**src/rtl/battery_pkg.sv**
```systemverilog
// Shared battery definitions: level width/limit and mode encodings, common to
// battery_level_counter and state_indicator.
package battery_pkg;

  localparam int unsigned BATT_W   = 5;
  localparam int unsigned BATT_MAX = 30;

  localparam logic [1:0] MODE_DISCHARGE = 2'b00;
  localparam logic [1:0] MODE_CHARGE    = 2'b01;
  localparam logic [1:0] MODE_DEPLETED  = 2'b10;

  // State encodings double as the mode output, so mode needs no decode.
  typedef enum logic [1:0] {
    StDischarge = MODE_DISCHARGE,
    StCharge    = MODE_CHARGE,
    StDepleted  = MODE_DEPLETED
  } batt_state_e;

  function automatic int unsigned max_u(input int unsigned a, input int unsigned b);
    return (a > b) ? a : b;
  endfunction

endpackage

```
**src/rtl/tick_prescaler.sv**
```systemverilog
// Counts tick strobes up to a runtime limit and pulses expire_o on the strobe
// that completes the count; sync clear discards any partial count.
module tick_prescaler #(
  parameter int unsigned CntW = 4
) (
  input  logic            clk,
  input  logic            rst_n,
  input  logic            tick_i,
  input  logic            clear_i,
  input  logic [CntW-1:0] limit_i,
  output logic            expire_o
);

  logic [CntW-1:0] count_q, count_d;
  logic [CntW:0]   count_inc;

  assign count_inc = {1'b0, count_q} + (CntW + 1)'(1);

  // >= keeps the count bounded if the limit shrinks mid-count.
  assign expire_o = tick_i & ~clear_i & (count_inc >= {1'b0, limit_i});

  always_comb begin
    count_d = count_q;
    if (clear_i) begin
      count_d = '0;
    end else if (tick_i) begin
      count_d = expire_o ? '0 : count_inc[CntW-1:0];
    end
  end

  always_ff @(posedge clk or negedge rst_n) begin
    if (!rst_n) begin
      count_q <= '0;
    end else begin
      count_q <= count_d;
    end
  end

endmodule

```
**src/rtl/battery_level_counter.sv**
```systemverilog
// Battery level source: drains on prescaled ticks, refills while charging,
// saturating at 0 and MAX_LEVEL; feeds state_indicator.battery.
module battery_level_counter
  import battery_pkg::*;
#(
  parameter int unsigned LEVEL_W      = BATT_W,
  parameter int unsigned MAX_LEVEL    = BATT_MAX,
  parameter int unsigned DRAIN_TICKS  = 8,
  parameter int unsigned CHARGE_TICKS = 4,
  parameter int unsigned CHARGE_STEP  = 2
) (
  input  logic               clk,
  input  logic               rst_n,
  input  logic               tick,
  input  logic               charge_req,
  input  logic               heavy_load,
  output logic [LEVEL_W-1:0] battery,
  output logic [1:0]         mode,
  output logic               full,
  output logic               empty
);

  localparam int unsigned CntW = $clog2(max_u(DRAIN_TICKS, CHARGE_TICKS) + 1);

  localparam logic [CntW-1:0]    DrainLim  = CntW'(DRAIN_TICKS);
  localparam logic [CntW-1:0]    HeavyLim  = CntW'(DRAIN_TICKS / 2);
  localparam logic [CntW-1:0]    ChargeLim = CntW'(CHARGE_TICKS);
  localparam logic [LEVEL_W-1:0] LevelMax  = LEVEL_W'(MAX_LEVEL);
  localparam logic [LEVEL_W:0]   SumMax    = (LEVEL_W + 1)'(MAX_LEVEL);
  localparam logic [LEVEL_W:0]   StepExt   = (LEVEL_W + 1)'(CHARGE_STEP);

  batt_state_e        state_q, state_d;
  logic [LEVEL_W-1:0] battery_q, battery_d;
  logic               full_q, empty_q;
  logic               pre_clear, pre_expire;
  logic [CntW-1:0]    pre_limit;
  logic [LEVEL_W:0]   charge_sum;

  tick_prescaler #(
    .CntW (CntW)
  ) u_prescaler (
    .clk      (clk),
    .rst_n    (rst_n),
    .tick_i   (tick),
    .clear_i  (pre_clear),
    .limit_i  (pre_limit),
    .expire_o (pre_expire)
  );

  always_comb begin
    state_d    = state_q;
    battery_d  = battery_q;
    pre_clear  = 1'b0;
    pre_limit  = DrainLim;
    charge_sum = {1'b0, battery_q} + StepExt;
    case (state_q)
      StDischarge: begin
        pre_limit = heavy_load ? HeavyLim : DrainLim;
        // Clearing the prescaler also masks a same-cycle expiry: charge wins.
        if (charge_req) begin
          state_d   = StCharge;
          pre_clear = 1'b1;
        end else if (pre_expire) begin
          battery_d = (battery_q == '0) ? '0 : battery_q - LEVEL_W'(1);
          if (battery_d == '0) begin
            state_d = StDepleted;
          end
        end
      end
      StCharge: begin
        pre_limit = ChargeLim;
        if (!charge_req) begin
          state_d   = StDischarge;
          pre_clear = 1'b1;
        end else if (pre_expire) begin
          battery_d = (charge_sum > SumMax) ? LevelMax : charge_sum[LEVEL_W-1:0];
        end
      end
      StDepleted: begin
        pre_clear = 1'b1;
        battery_d = '0;
        if (charge_req) begin
          state_d = StCharge;
        end
      end
      default: begin
        state_d   = StDischarge;
        pre_clear = 1'b1;
      end
    endcase
  end

  always_ff @(posedge clk or negedge rst_n) begin
    if (!rst_n) begin
      state_q   <= StDischarge;
      battery_q <= LevelMax;
      full_q    <= 1'b1;
      empty_q   <= 1'b0;
    end else begin
      state_q   <= state_d;
      battery_q <= battery_d;
      full_q    <= (battery_d == LevelMax);
      empty_q   <= (battery_d == '0);
    end
  end

  assign battery = battery_q;
  assign mode    = state_q;
  assign full    = full_q;
  assign empty   = empty_q;

endmodule

```
**config.mk**
```make
export PLATFORM = sky130hd
export DESIGN_NAME = battery_level_counter
export DESIGN_NICKNAME = d
export VERILOG_FILES = /design/src/rtl/battery_pkg.sv /design/src/rtl/tick_prescaler.sv /design/src/rtl/battery_level_counter.sv
export SDC_FILE = /design/constraint.sdc
export NUM_CORES = 1
export LEC_CHECK = 0
export CORE_UTILIZATION = 52
export CTS_BUF_LIST = sky130_fd_sc_hd__clkbuf_8
export DETAILED_ROUTE_END_ITERATION = 7
export GPL_TIMING_DRIVEN = 0
export PLACE_DENSITY = 0.85
export REMOVE_ABC_BUFFERS = 1
export SYNTH_ARGS = -nofsm -noshare
export SYNTH_HDL_FRONTEND = slang
export SYNTH_HIERARCHICAL = 1
export SYNTH_SLANG_ARGS = --single-unit
```
**constraint.sdc**
```tcl
create_clock -name clk -period 2.98 [get_ports clk]
set_input_delay 0.745 -clock clk [delete_from_list [all_inputs] [get_ports clk]]
set_output_delay 0.745 -clock clk [all_outputs]
set_load 0.02 [all_outputs]
```
After elaboration in Yosys (flattened, before gate mapping)
Cells that the tools add are included.
{"block": "op_classes", "mux": 21, "addsub": 3, "n_reduce_logical": 6, "magnitude_cmp": 2, "n_eq_ne": 7, "n_bitwise": 3}
{"cell": "$mux W5", "n": 6}
{"cell": "$mux W4", "n": 4}
{"cell": "$logic_not A5 Y1", "n": 3}
{"cell": "$pmux W5 S3", "n": 1}
{"cell": "$mux W2", "n": 5}
{"cell": "$pmux W4 S2", "n": 1}
{"cell": "$add A5 B2 Y6 const B", "n": 1}
{"cell": "$gt A6 B5 Y1 const B", "n": 1}
{"cell": "$pmux W2 S3", "n": 1}
{"cell": "$add A4 B1 Y5 const B", "n": 1}
{"cell": "$eq A5 B5 Y1 const B", "n": 1}
{"cell": "$ge A5 B4 Y1", "n": 1}
{"cell": "$sub A5 B1 Y5 const B", "n": 1}
{"cell": "$ne A2 B2 Y1 const B", "n": 2}
{"cell": "$reduce_and A4 Y1", "n": 1}
{"cell": "$ne A3 B2 Y1 const B", "n": 1}
{"cell": "$ne A3 B3 Y1 const B", "n": 1}
{"cell": "$and A1 B1 Y1", "n": 2}
{"cell": "$eq A2 B1 Y1 const B", "n": 1}
{"cell": "$eq A2 B2 Y1 const B", "n": 1}
{"cell": "$logic_not A2 Y1", "n": 1}
{"cell": "$mux W1", "n": 2}
{"cell": "$pmux W1 S2", "n": 1}
{"cell": "$reduce_bool A2 Y1", "n": 1}
{"cell": "$not A1 Y1", "n": 1}
{"block": "totals", "output_inout_bits": 9, "input_bits": 5, "wordCells": 47, "regBits": 13}

Longest topological paths before layout
Gate-level depths: netlist of the first run.
{"block": "logic_depth", "ltp_word": 9, "mapped_depth": 15, "mapped_depth_nobuf": 13}

Modules after synthesis
The synthesis of the first run kept the hierarchy.
{"module": "battery_level_counter", "area_per_inst_um2": 809.5, "cells_per_inst": 97, "n_inst": 1, "seq_area_each_um2": 231.5}
{"module": "tick_prescaler", "area_per_inst_um2": 351.6, "cells_per_inst": 37, "n_inst": 1, "seq_area_each_um2": 100.1}

Worst setup path before layout of the first run
No wires, ideal clock.
{"block": "synth_timing", "path_kind": "input -> register", "start": "input heavy_load", "end": "register full_q, in the netlist full", "arrival_ns": 3.082, "path_stages": 14, "required_time_ns": 2.916, "slack_ns": -0.166, "setup_time_ns": 0.064, "path_buffers": 1, "path_cell_list": "nor2_1 nor2_1 inv_1 inv_1 ha_1 o21ai_1 o21ai_0 and3_1 buf_2 or4b_4 or2_4 or3_1 o211ai_2 and4bb_1"}
{"block": "synth_between", "elab_chain_len": 8, "word_cells_on_any_way": 10, "classes_between": "order compare: 1; eq/ne: 1; mux: 7; bitwise: 1"}
{"element": "start: declaration", "line_no": "battery_level_counter.sv:16", "source": "input logic heavy_load,"}
{"element": "$mux W4 *", "line_no": "battery_level_counter.sv:58", "source": "pre_limit = heavy_load ? HeavyLim : DrainLim;"}
{"element": "$pmux W4 S2 *", "line_no": "battery_level_counter.sv:56", "source": "case (state_q)"}
{"element": "named net pre_limit[2]", "line_no": "battery_level_counter.sv:36", "source": "logic [CntW-1:0] pre_limit;"}
{"element": "$ge A5 B4 Y1 *", "line_no": "tick_prescaler.sv:20", "source": "assign expire_o = tick_i & ~clear_i & (count_inc >= {1'b0, limit_i});"}
{"element": "$and A1 B1 Y1 *", "line_no": "tick_prescaler.sv:20"}
{"element": "named net pre_expire", "line_no": "battery_level_counter.sv:35", "source": "logic pre_clear, pre_expire;"}
{"element": "$mux W5 (on tied branches)", "line_no": "battery_level_counter.sv:75, battery_level_counter.sv:63"}
{"element": "$mux W5 (on tied branches)", "line_no": "battery_level_counter.sv:72, battery_level_counter.sv:60"}
{"element": "$pmux W5 S3 *", "line_no": "battery_level_counter.sv:56"}
{"element": "named net battery_d[3]", "line_no": "battery_level_counter.sv:33", "source": "logic [LEVEL_W-1:0] battery_q, battery_d;"}
{"element": "$eq A5 B5 Y1 *", "line_no": "battery_level_counter.sv:102", "source": "full_q <= (battery_d == LevelMax);"}
{"element": "end signal: assignment", "line_no": "battery_level_counter.sv:102"}
{"element": "end: declaration", "line_no": "battery_level_counter.sv:34", "source": "logic full_q, empty_q;"}
The timed path passes the listed nets; every way through them passes the cells marked *.
A chain may end at the register's enable or synchronous reset.

Worst setup path after layout of the first run
{"block": "layout_timing", "start": "register u_prescaler.count_q[0]", "end": "register full_q, in the netlist full"}
{"block": "layout_between", "elab_chain_len": 7, "word_cells_on_any_way": 9, "classes_between": "add/sub: 1; order compare: 1; eq/ne: 1; mux: 5; bitwise: 1"}
{"element": "start: declaration", "line_no": "tick_prescaler.sv:14", "source": "logic [CntW-1:0] count_q, count_d;"}
{"element": "start signal: assignment", "line_no": "tick_prescaler.sv:35", "source": "count_q <= count_d;"}
{"element": "$add A4 B1 Y5 *", "line_no": "tick_prescaler.sv:17", "source": "assign count_inc = {1'b0, count_q} + (CntW + 1)'(1);"}
{"element": "$ge A5 B4 Y1 *", "line_no": "tick_prescaler.sv:20"}
{"element": "$and A1 B1 Y1 *", "line_no": "tick_prescaler.sv:20"}
{"element": "named net pre_expire", "line_no": "battery_level_counter.sv:35"}
{"element": "$mux W5 (on tied branches)", "line_no": "battery_level_counter.sv:75, battery_level_counter.sv:63"}
{"element": "$mux W5 (on tied branches)", "line_no": "battery_level_counter.sv:72, battery_level_counter.sv:60"}
{"element": "$pmux W5 S3 *", "line_no": "battery_level_counter.sv:56"}
{"element": "$eq A5 B5 Y1 *", "line_no": "battery_level_counter.sv:102"}
Marked as above.

==> results of run 1 <==
## cell usage in the layout, fill, tap and decap left out, types with 2 or more instances in the layout
| cell | netlist | routed |
|---|---|---|
| inv_1 | 13 | 12 |
| conb_1 | 1 | 2 |
| clkbuf_8 | 0 | 3 |
| nand2_1 | 11 | 10 |
| nor2_4 | 0 | 2 |
| nor2_1 | 7 | 5 |
| ha_4 | 0 | 3 |
| dfrtp_2 | 0 | 2 |
| inv_2 | 0 | 2 |
| o21ai_2 | 0 | 2 |
| nor2b_1 | 3 | 2 |
| dfstp_2 | 5 | 5 |
| xnor2_1 | 3 | 2 |
| a21oi_1 | 4 | 4 |
| o31ai_1 | 2 | 2 |
| nand2b_1 | 3 | 3 |
| buf_4 | 0 | 13 |
| clkdlybuf4s50_1 | 0 | 11 |
| o21ai_1 | 5 | 5 |
| ha_1 | 10 | 7 |
| dfrtp_1 | 8 | 6 |
| nand4_1 | 3 | 3 |
| a31oi_1 | 4 | 4 |
| nand3_1 | 3 | 3 |
| nor3_1 | 3 | 3 |
## where the power goes
group	switching, uW	leakage (uW)	internal [uW]
combinational	94.3	0.000450	91.5
clock	61.8	0.0000269	90.8
sequential	27.7	0.000157	191
total	184	0.000633	374
## kinds of logic after synthesis
family	after synthesis	share of synthesized area (%)
AND/OR/NAND/NOR	52	26.6
AO/OA/AOI/OAI	33	22.4
buffers and inverters	20	7.44
flip-flops	13	28.6
adder cells (fa/ha/maj)	10	10.8
XOR/XNOR	4	3.02
other	1	0.323
multiplexers	1	0.862
## repair_timing
item / 4_1_cts / 5_1_grt
gates resized for setup: 25 / 8
endpoints found under the setup margin: 8 / 4
pin swaps: 12 / 3
hold endpoints to repair: 0 / 0
buffers inserted: 11 / 3
## flip-flops by register name, summed over array words and instances (netlist names)
signal and cells:
full 1, u_prescaler/count_q 4, battery 5, mode 2, empty 1
## path summary, 6_finish.rpt
path	slack (ps)	to	startpoint
max reg2reg	-70	full$_DFF_PN1_	u_prescaler/count_q[0]$_DFFE_PN0P_
max in group asynchronous	1700	u_prescaler/count_q[2]$_DFFE_PN0P_	rst_n
min	610	u_prescaler/count_q[1]$_DFFE_PN0P_	u_prescaler/count_q[1]$_DFFE_PN0P_
max	-70	full$_DFF_PN1_	u_prescaler/count_q[0]$_DFFE_PN0P_
min reg2reg	610	u_prescaler/count_q[1]$_DFFE_PN0P_	u_prescaler/count_q[1]$_DFFE_PN0P_
min in group asynchronous	870	u_prescaler/count_q[1]$_DFFE_PN0P_	rst_n
## layer usage
layer	vias to the layer above	track usage (%)	routed length, um
met5	-	0	0
met4	0	4.90	51
met3	6	6.54	174
met2	47	46.6	1590
met1	551	30.0	1320
li1	523	-	-
## final cells by class
cell class	count	share of cell area [%]
multi-input combinational	102	55.3
sequential	13	21.8
timing repair buffer	26	14.6
inverter	13	3.18
clock buffer	3	2.69
tap	27	2.20
clock inverter	1	0.245
## worst max-delay path, cell delays in order (launching register included)
cell,delay (ps)
dfrtp_1,440
ha_4,200
xnor2_2,170
inv_1,90
ha_4,270
o21ai_2,60
o21ai_1,130
and3_4,230
or4b_4,470
or2_4,260
o21bai_1,240
o22ai_1,120
and4bb_1,290
## metrics by stage
stage,TNS (ps),hold WS (ps),power [uW]
2_1_floorplan,-318,449,312
3_3_place_gp,-4330,502,355
3_5_place_dp,-4600,510,362
4_1_cts,0,526,541
5_1_grt,-322,670,587
6_report,-105,613,557
==> impl_metrics.json, run 1 <==
{
  "status": "finished with violations",
  "violations": "negative setup slack",
  "worst_pin_slew_ps": 567,
  "finalClockSkew_ps": 8.20,
  "synth_area_mm2": 0.00116,
  "dr.pass1.iters": 4,
  "core.rowCount": 16,
  "dp_slack_ps": -856,
  "drt_iter0_drc": 47,
  "endpoint_kind": "flip-flop",
  "clock_latency_ps": 240,
  "cts_hold_buf": 0,
  "synth_area_leaders": "dfrtp_1 17%, dfstp_2 11%, ha_1 11%",
  "ant_nets": 0,
  "hpwl_um": 1770,
  "cts_buffer_depth": 2,
  "synth-async-reset-ratio_pct": 100,
  "min_path_type": "flip-flop to flip-flop",
  "ys_seq_elements": 13,
  "crit_type": "flip-flop to flip-flop",
  "period_needed_ps": 3050,
  "start_util_pct": 57.4,
  "grt_pass1_vias": 996,
  "setup_viol": 2,
  "fill_cells": 127,
  "grt_max_degree": 16,
  "synth.yosys.seq_area_share_pct": 28.6,
  "final_util_pct": 75.9,
  "cts-root-buf": "clkbuf_8",
  "rsz0062_at_grt": "yes",
  "ys_warn_count": 6,
  "fp.dieW_um": 49.3,
  "syn2layout_area_growth_pct": 32.1,
  "vdd_drop_max_uv": 371,
  "critPathLaunchType": "flip-flop",
  "cts_tree": "done",
  "synth_common_cells": "13 x inv_1, 11 x nand2_1, 10 x ha_1",
  "maxSlewViolCount": 0,
  "relSlewSlack_pct": 62.1,
  "crit_fanout": 4,
  "synth_edf_count": 0,
  "yosys.area.top_type_share_pct": 17.2,
  "die_y_um": 49.3,
  "yosys.area.top_type": "dfrtp_1",
  "powerDensity_mw_per_mm2": 363,
  "place_congestion": 0.825,
  "hold_depth": 2,
  "multi_input_area_um2": 848,
  "routed_wirelength_um": 3130,
  "fin_crit_sh_pct": 102,
  "clk_pin_slew_ps": 60,
  "synth_cell_types": 55,
  "seq_area_um2": 334,
  "dieArea_mm2": 0.00243,
  "synthCells": 134,
  "cts_made_buffers": 3,
  "leakage_uw": 0.000633,
  "final_area_mm2": 0.00153,
  "track_usage_pct": 25.6,
  "cts_sinks": 13,
  "diodes": 0,
  "max-cap-violations": 0,
  "ff2ff_path_depth": 12,
  "syn_avg_cell_area_um2": 8.67,
  "num_vias": 1127,
  "yosysMostFrequentCell": "inv_1",
  "place_area_mm2": 0.00129,
  "drive_gt1_share_pct": 32.3,
  "grt_pass1_wl_um": 4680,
  "final_cell_count_no_fill": 185,
  "antenna_found_initial": 0,
  "drcViolationCount": 0,
  "max_freq_mhz": 328,
  "viasPerCell": 6.09,
  "dp_cells": 168,
  "htree_num_levels": 1,
  "overflow": 0,
  "finish.net_count": 174,
  "routedWlPerCell_um": 16.9,
  "setup_ws_ps": -70.9,
  "critPathRequiredTime_ps": 3160,
  "hold_viol_final": 0,
  "coreArea_mm2": 0.00202,
  "portBuffers": 13,
  "ios": 14,
  "crit_arrival_ps": 3230,
  "synthFlopType": "dfrtp_1"
}
No activity file was read; power rests on OpenSTA's default activity.
==> run 2: changes to the inputs <==
--- a/config.mk
+++ b/config.mk
@@ -11,6 +11,7 @@
 export GPL_TIMING_DRIVEN = 0
 export PLACE_DENSITY = 0.85
 export REMOVE_ABC_BUFFERS = 1
+export SLEW_MARGIN = 20
 export SYNTH_ARGS = -nofsm -noshare
 export SYNTH_HDL_FRONTEND = slang
 export SYNTH_HIERARCHICAL = 1
==> results of run 2 <==
No change in the layout: final DEF, timing and power equal those of run 1.
==> run 3: changes to the inputs <==
--- a/config.mk
+++ b/config.mk
@@ -9,8 +9,10 @@
 export CTS_BUF_LIST = sky130_fd_sc_hd__clkbuf_8
 export DETAILED_ROUTE_END_ITERATION = 7
 export GPL_TIMING_DRIVEN = 0
+export HOLD_SLACK_MARGIN = 0.1
 export PLACE_DENSITY = 0.85
 export REMOVE_ABC_BUFFERS = 1
+export SKIP_LAST_GASP = 1
 export SLEW_MARGIN = 20
 export SYNTH_ARGS = -nofsm -noshare
 export SYNTH_HDL_FRONTEND = slang
==> impl_metrics.json, run 3 (synthesis results as in run 1) <==
{
  "cp_top_family": "simple AND/OR/NAND/NOR gates",
  "critPathLaunchType": "flip-flop",
  "endpoint_kind": "flip-flop",
  "dr.pass1.iters": 4,
  "worst_pin_slew_ps": 583,
  "multi_input_area_um2": 845,
  "syn2layout_area_growth_pct": 31.8,
  "critPathSlowestCell": "or4b_4",
  "path_buf_inv": 1,
  "ios": 14,
  "finish.net_count": 174,
  "core.rowCount": 16,
  "max-cap-violations": 0,
  "hold_viol_final": 0,
  "antenna_found_initial": 0,
  "min_path_type": "flip-flop to flip-flop",
  "finalClockSkew_ps": 8.59,
  "rsz0062_at_grt": "yes",
  "cts_buffer_depth": 2,
  "ant_nets": 0,
  "vdd_drop_max_uv": 455,
  "dieArea_mm2": 0.00243,
  "fin_crit_sh_pct": 102,
  "powerDensity_mw_per_mm2": 364,
  "cts_sinks": 13,
  "mostFrequentLayoutCells": "13 x buf_4, 12 x inv_1, 11 x clkdlybuf4s50_1, 10 x nand2_1, 7 x ha_1",
  "clock_latency_ps": 240,
  "seq_area_um2": 334,
  "cts_tree": "done",
  "setup_ws_ps": -70.1,
  "maxSlewViolCount": 0,
  "cts_made_buffers": 3,
  "grt_pass1_vias": 996,
  "grt_max_degree": 16,
  "fp.dieW_um": 49.3,
  "dp_slack_ps": -856,
  "crit_type": "flip-flop to flip-flop",
  "final_area_mm2": 0.00153,
  "routedWlPerCell_um": 17.5,
  "die_y_um": 49.3,
  "setup_viol": 2,
  "final_cell_count_no_fill": 185,
  "num_vias": 1156,
  "htree_num_levels": 1,
  "relSlewSlack_pct": 61.0,
  "crit_arrival_ps": 3230,
  "fill_cells": 127,
  "leakage_uw": 0.000631,
  "crit_fanout": 4,
  "max_freq_mhz": 328,
  "grt_pass1_wl_um": 4680,
  "drcViolationCount": 0,
  "portBuffers": 13,
  "coreArea_mm2": 0.00202,
  "cp_cell_sequence": "ha_4, xnor2_2, inv_1, ha_4, o21ai_2, o21ai_1, and3_4, or4b_4, or2_4, or3_1, o211ai_2, and4bb_1",
  "critPathMostFrequentCell": "ha_4",
  "routed_wirelength_um": 3230,
  "status": "finished with violations",
  "place_congestion": 0.825,
  "cts-root-buf": "clkbuf_8",
  "overflow": 0,
  "clk_pin_slew_ps": 60,
  "place_area_mm2": 0.00129,
  "track_usage_pct": 25.6,
  "crit_path_max_incr_delay_ps": 460,
  "largest_reg_flops": 5,
  "total_power_uw": 557,
  "dp_cells": 168,
  "whs_ps": 600,
  "final_common_cell": "buf_4",
  "start_util_pct": 57.4,
  "violations": "negative setup slack",
  "diodes": 0,
  "viasPerCell": 6.25,
  "period_needed_ps": 3050,
  "drive_gt1_share_pct": 31.6,
  "hpwl_um": 1770,
  "critPathRequiredTime_ps": 3160,
  "drt_iter0_drc": 35
}
run 3: cell counts in the layout (fill, tap and decap cells not counted):
Identical to the previous run, type by type.
run 3: repair_timing:
action | in CTS | in global routing
resized for setup | 25 | 7
pin swaps | 12 | 3
setup buffers | 11 | 3
hold buffers | 0 | 0
endpoints found under the setup margin | 8 | 4
run 3: through the flow:
| step | TNS, ps | utilization (%) |
|---|---|---|
| 2_1_floorplan | -318 | - |
| 3_3_place_gp | -4330 | 63.9 |
| 3_5_place_dp | -4600 | 63.9 |
| 4_1_cts | 0 | 73.3 |
| 5_1_grt | -447 | 75.7 |
| 6_report | -107 | 75.7 |
run 3: power breakdown:
part | internal, uW | switching [uW] | leakage, uW
clock | 90.8 | 62.2 | 0.0000269
combinational | 90.3 | 94.5 | 0.000448
sequential | 191 | 27.5 | 0.000157
total | 372 | 184 | 0.000631
run 3: worst register-to-register path: stages (launching register included):
cell and delay [ps]:
dfrtp_1 430, ha_4 200, xnor2_2 200, inv_1 110, ha_4 270, o21ai_2 60, o21ai_1 130, and3_4 230
or4b_4 460, or2_4 260, or3_1 320, o211ai_2 90, and4bb_1 220
run 3: routing by layer:
layer / track usage, % / vias up / share of wire [%]
met5: 0 / - / 0
met4: 4.90 / 0 / 2.6
met3: 6.54 / 12 / 6.3
met2: 46.6 / 60 / 52
met1: 30.0 / 557 / 39
li1: - / 527 / -
run 3: final cells by class:
cell class,count,area share [%]
clock inverter,1,0.245
inverter,13,3.19
sequential,13,21.8
timing repair buffer,26,14.6
tap,27,2.21
multi-input combinational,102,55.2
clock buffer,3,2.70
run 3: path summary, 6_finish.rpt:
| check | start | to | slack, ps | depth (start not counted) |
|---|---|---|---|---|
| max | u_prescaler/count_q[0]$_DFFE_PN0P_ | full$_DFF_PN1_ | -70 | 12 |
| min | u_prescaler/count_q[1]$_DFFE_PN0P_ | u_prescaler/count_q[1]$_DFFE_PN0P_ | 600 | 2 |
| max reg2reg | u_prescaler/count_q[0]$_DFFE_PN0P_ | full$_DFF_PN1_ | -70 | 12 |
| min reg2reg | u_prescaler/count_q[1]$_DFFE_PN0P_ | u_prescaler/count_q[1]$_DFFE_PN0P_ | 600 | 2 |
| max in group asynchronous | rst_n | u_prescaler/count_q[2]$_DFFE_PN0P_ | 1680 | 1 |
| min in group asynchronous | rst_n | u_prescaler/count_q[1]$_DFFE_PN0P_ | 870 | 1 |
